===== config.mk =====
export PLATFORM = sky130hd
export DESIGN_NAME = countdown8bit
export DESIGN_NICKNAME = d
export VERILOG_FILES = /design/src/rtl/countdown8bit_pkg.sv /design/src/rtl/countdown8bit_hex_display.sv /design/src/rtl/countdown8bit.sv
export SDC_FILE = /design/constraint.sdc
export NUM_CORES = 1
export LEC_CHECK = 0
export CAP_MARGIN = 20
export CORE_UTILIZATION = 29
export DETAILED_ROUTE_END_ITERATION = 7
export PLACE_DENSITY = 0.49
export RECOVER_POWER = 50
export SKIP_CTS_REPAIR_TIMING = 1
export SYNTH_ARGS = -nofsm -noshare
export SYNTH_HDL_FRONTEND = slang
export SYNTH_SLANG_ARGS = --single-unit

===== constraint.sdc =====
create_clock -name CLK -period 2.7 [get_ports CLK]
set_input_delay 0.54 -clock CLK [delete_from_list [all_inputs] [get_ports CLK]]
set_output_delay 0.54 -clock CLK [all_outputs]
set_load 0.05 [all_outputs]

===== src/rtl/countdown8bit_pkg.sv =====
// Shared definitions for the countdown timer: FSM state encoding and the
// active-low seven-segment glyph table.
package countdown8bit_pkg;

  typedef enum logic [1:0] {
    ST_IDLE   = 2'd0,
    ST_RUN    = 2'd1,
    ST_PAUSED = 2'd2,
    ST_DONE   = 2'd3
  } state_t;

  // Segment order is {g,f,e,d,c,b,a}; a 0 lights the segment.
  localparam logic [6:0] SEG_LUT [16] = '{
    7'b1000000, 7'b1111001, 7'b0100100, 7'b0110000,
    7'b0011001, 7'b0010010, 7'b0000010, 7'b1111000,
    7'b0000000, 7'b0011000, 7'b0001000, 7'b0000011,
    7'b1000110, 7'b0100001, 7'b0000110, 7'b0001110
  };

  function automatic logic [6:0] seg7(input logic [3:0] nib);
    return SEG_LUT[nib];
  endfunction

endpackage


===== src/rtl/countdown8bit_hex_display.sv =====
// Purely combinational nibble-to-seven-segment decoder.
module hex_display
  import countdown8bit_pkg::*;
(
  input  logic [3:0] nib_i,
  output logic [6:0] seg_o
);

  assign seg_o = seg7(nib_i);

endmodule


===== src/rtl/countdown8bit.sv =====
// Loadable 8-bit countdown timer with start/pause control, a prescaled tick,
// and two seven-segment digit outputs.
module countdown8bit
  import countdown8bit_pkg::*;
#(
  parameter int TICK_DIV = 50000000
) (
  input  logic       CLK,
  input  logic       RST,
  input  logic       LOAD,
  input  logic [7:0] LOAD_VAL,
  input  logic       START,
  input  logic       PAUSE,
  output logic [7:0] COUNT,
  output logic [6:0] HEX0,
  output logic [6:0] HEX1,
  output logic       RUNNING,
  output logic       DONE
);

  localparam int PW = (TICK_DIV > 2) ? $clog2(TICK_DIV) : 1;
  localparam logic [PW-1:0] PRESC_MAX = PW'(TICK_DIV - 1);

  state_t          state_q, state_d;
  logic [7:0]      count_q, count_d;
  logic [PW-1:0]   presc_q, presc_d;

  always_ff @(posedge CLK) begin
    if (RST) begin
      state_q <= ST_IDLE;
      count_q <= 8'h00;
      presc_q <= '0;
    end else begin
      state_q <= state_d;
      count_q <= count_d;
      presc_q <= presc_d;
    end
  end

  // Priority per cycle: LOAD, then PAUSE, then START, then the prescaler tick.
  always_comb begin
    state_d = state_q;
    count_d = count_q;
    presc_d = presc_q;
    unique case (state_q)
      ST_IDLE: begin
        if (LOAD) begin
          count_d = LOAD_VAL;
        end else if (START) begin
          if (count_q != 8'h00) begin
            state_d = ST_RUN;
            presc_d = '0;
          end else begin
            state_d = ST_DONE;
          end
        end
      end
      ST_RUN: begin
        if (LOAD) begin
          count_d = LOAD_VAL;
          presc_d = '0;
          state_d = (LOAD_VAL == 8'h00) ? ST_DONE : ST_RUN;
        end else if (PAUSE) begin
          state_d = ST_PAUSED;
        end else if (presc_q == PRESC_MAX) begin
          presc_d = '0;
          if (count_q != 8'h00) count_d = count_q - 8'd1;
          if (count_q <= 8'h01) state_d = ST_DONE;
        end else begin
          presc_d = presc_q + PW'(1);
        end
      end
      ST_PAUSED: begin
        if (LOAD) begin
          count_d = LOAD_VAL;
          presc_d = '0;
          state_d = ST_IDLE;
        end else if (START) begin
          state_d = ST_RUN;
        end
      end
      ST_DONE: begin
        if (LOAD) begin
          count_d = LOAD_VAL;
          state_d = ST_IDLE;
        end
      end
      default: state_d = ST_IDLE;
    endcase
  end

  assign COUNT   = count_q;
  assign RUNNING = (state_q == ST_RUN);
  assign DONE    = (state_q == ST_DONE);

  hex_display u_hex0 (
    .nib_i (count_q[3:0]),
    .seg_o (HEX0)
  );

  hex_display u_hex1 (
    .nib_i (count_q[7:4]),
    .seg_o (HEX1)
  );

endmodule


==> results_dict.tcl <==
set metrics [dict create \
    p_comb_share_pct 46.0 \
    finalCritPeriodShare_pct 90.2 \
    grt_usage_pct 16.4 \
    drt_iter0_drc 70 \
    seq_area_frac_synth_pct 28.3 \
    peakVddDrop_uv 260 \
    finalWirelength_um 7080 \
    setup_viol 0 \
    final_antenna_net_count 0 \
    core_um2 8340 \
    grt_start_max_net_pins 26 \
    synth-edff-count 0 \
    mostFrequentLayoutCell "nand2_1" \
    antenna_found_initial 0 \
    swShare_pct 41.1 \
    insertion_delay_ns 0.29 \
    layout_common_cells "nand2_1 (37), dfxtp_1 (36), a21oi_1 (34), nor2_1 (30), o21ai_0 (22)" \
    outcome "finished clean" \
    placed_area_um2 3190 \
    htreeDepth 2 \
    fin_skew_ns 0.00579 \
    critPathSlowestCell "clkbuf_1" \
    powerDensity_nw_per_um2 637 \
    grt_pass1_vias 2399 \
    finalWorstPathRequiredPeriod_ns 2.44 \
    fin_hold_ws_ns 0.486 \
    gr-total-overflow 0 \
    cpPeakStageDelay_ns 0.48 \
    fin_cells 491 \
    hold_violations 0 \
    gp_congestion 0.799 \
    finalNetCount 414 \
    switchingPower_w 0.000852 \
    viasPerCell 5.21 \
    async_flop_share_pct 0 \
    synth.net_count 364 \
    power.share.sequential_pct 28.5 \
    tightest_slew_ns 0.842 \
    rows 33 \
    fillers 917 \
    path_delay_family "buffers and inverters" \
    ys.flop_type "dfxtp_1" \
    io_pins 37 \
    crit_top_cell "a21oi_1" \
    dp_cells 483 \
    start_util_pct 30.5 \
    required_ns 2.16 \
    dp_hpwl_um 5440 \
    ys_types 52 \
    ys_ff_latch 36 \
    cts_buffers 5 \
    syn_inst 335 \
    die_h_um 95.7 \
    p_int_w 0.00122 \
    cp-end-kind "primary output" \
    antenna_cells 0 \
    hold_path.class "flip-flop to flip-flop" \
    vias 2560 \
    rsz0062_at_grt "false" \
    leakage_nw 1.20 \
    clk_pin_slew_worst_paths_ns 0.08 \
    finish.instance_area_um2 3260 \
    port_buffers 36 \
    clkPwrFrac_pct 25.5 \
    max_slew_margin_pct 43.9 \
    drcViolationCount 0 \
    tns_ns 0 \
    avgSynthCellArea_um2 7.60 \
    path_max_fanout 8 \
    clock_path_buffers 2 \
    grt_pass1_wl_um 11700 \
    crit_arrival_ns 1.90 \
    critPathLaunchType "flip-flop" \
    drv_cap 0 \
    yosys_warnings 0 \
    first_pass_iters 4 \
    area_growth_pct 27.9 \
    crit_buf_inv 2 \
    maxSlewViolCount 0 \
    mappedNetlistArea_um2 2550 \
    crit_type "flip-flop to primary output" \
    max_freq_ghz 0.411 \
    clock-root-buffer "clkbuf_8" \
    cts_tree "built" \
    die_w_um 95.7 \
    cp_cell_sequence "buf_4 -> ha_1 -> nor2b_1 -> a21oi_1 -> a21oi_1 -> clkbuf_1" \
    cts_sinks 36 \
    total_power_w 0.00207 \
    routedWlPerCell_um 14.4 \
    die_area_um2 9160 \
    drive_gt1_share_pct 10.9 \
]
[cell families (layout without fill, tap and decap cells)]
family	count (synthesis)	in the layout	share of synthesized area [%]
compound gates	90	90	21.8
simple gates	144	144	30.5
mux	6	6	2.46
buf+inv	31	82	4.91
flops	36	36	28.3
fa+ha+maj	16	16	7.86
xor+xnor	12	12	4.13
[routing by layer]
metal	GRT usage, %	vias up	share of wire, %
li1	-	1324	-
met1	21.6	1184	49
met2	28.0	46	46
met3	2.29	6	4.3
met4	4.10	0	0.88
met5	0	-	0
[cell type report]
type / count / area (um2) / share of cell area, %
flip-flops and latches: 36 / 721 / 22.1
well taps: 105 / 131 / 4.03
clock inverters: 1 / 30.0 / 0.922
repair buffers: 59 / 520 / 16.0
multi-input cells: 268 / 1700 / 52.2
inverters: 15 / 56.3 / 1.73
clock buffers: 7 / 96.3 / 2.96
[registers in the layout (all words and copies together) (netlist names)]
name     count
state_q      2
COUNT        8
presc_q     26
[tightest hold or removal path: stages, from the launching register on]
cell,delay (ns)
dfxtp_1,0.32
o21ai_0,0.07
a21oi_1,0.06
[power by group through the flow]
stage | sequential, W | clock [W] | combinational [W]
final | 0.000591 | 0.000529 | 0.000953
after global routing | 0.000597 | 0.000572 | 0.00104
after CTS | 0.000591 | 0.000546 | 0.000989
after detailed placement | 0.000604 | 0 | 0.000987
after global placement | 0.000603 | 0 | 0.000990
after floorplan | 0.000649 | 0 | 0.000613
[per-stage QoR]
step | worst slack, ns | util [%]
2_1_floorplan | 0.0351 | -
6_report | 0.264 | 39.0
3_3_place_gp | 0.162 | 38.2
5_1_grt | 0.0788 | 39.0
4_1_cts | 0.251 | 39.7
3_5_place_dp | 0.0892 | 38.2
[worst paths after layout]
check                    from     endpoint  slack [ns]  depth (start not counted)
setup / recovery     COUNT[0]      HEX0[5]        0.26                          6
hold / removal    presc_q[23]  presc_q[23]        0.49                          2
setup reg to reg   presc_q[8]   presc_q[2]        0.36                          5
hold reg to reg   presc_q[23]  presc_q[23]        0.49                          2
[synthesized netlist by cell type (all sizes together), types with 2 or more instances]
master | instances | area, um2
o31ai | 6 | 50.1
nand2b | 3 | 18.8
o21ai | 25 | 125
and3 | 3 | 18.8
inv | 14 | 52.6
xor2 | 4 | 35.0
nor2 | 30 | 113
and2 | 4 | 25.0
nor2b | 2 | 12.5
and4 | 5 | 43.8
or4 | 6 | 48.8
a211o | 2 | 17.5
o211ai | 2 | 15.0
xnor2 | 8 | 70.1
a21o | 3 | 22.5
a311o | 3 | 30.0
nor4 | 9 | 68.8
nand2 | 37 | 139
nand3 | 7 | 35.0
nor3 | 3 | 15.0
or3 | 11 | 68.8
nand4 | 15 | 93.8
mux2i | 4 | 40.0
ha | 16 | 200
clkbuf | 9 | 33.8
dfxtp | 36 | 721
a21oi | 34 | 170
mux2 | 2 | 22.5
a22o | 4 | 35.0
nor4b | 3 | 26.3
buf | 7 | 35.0
Note: power is estimated with default switching activity, not from simulation.
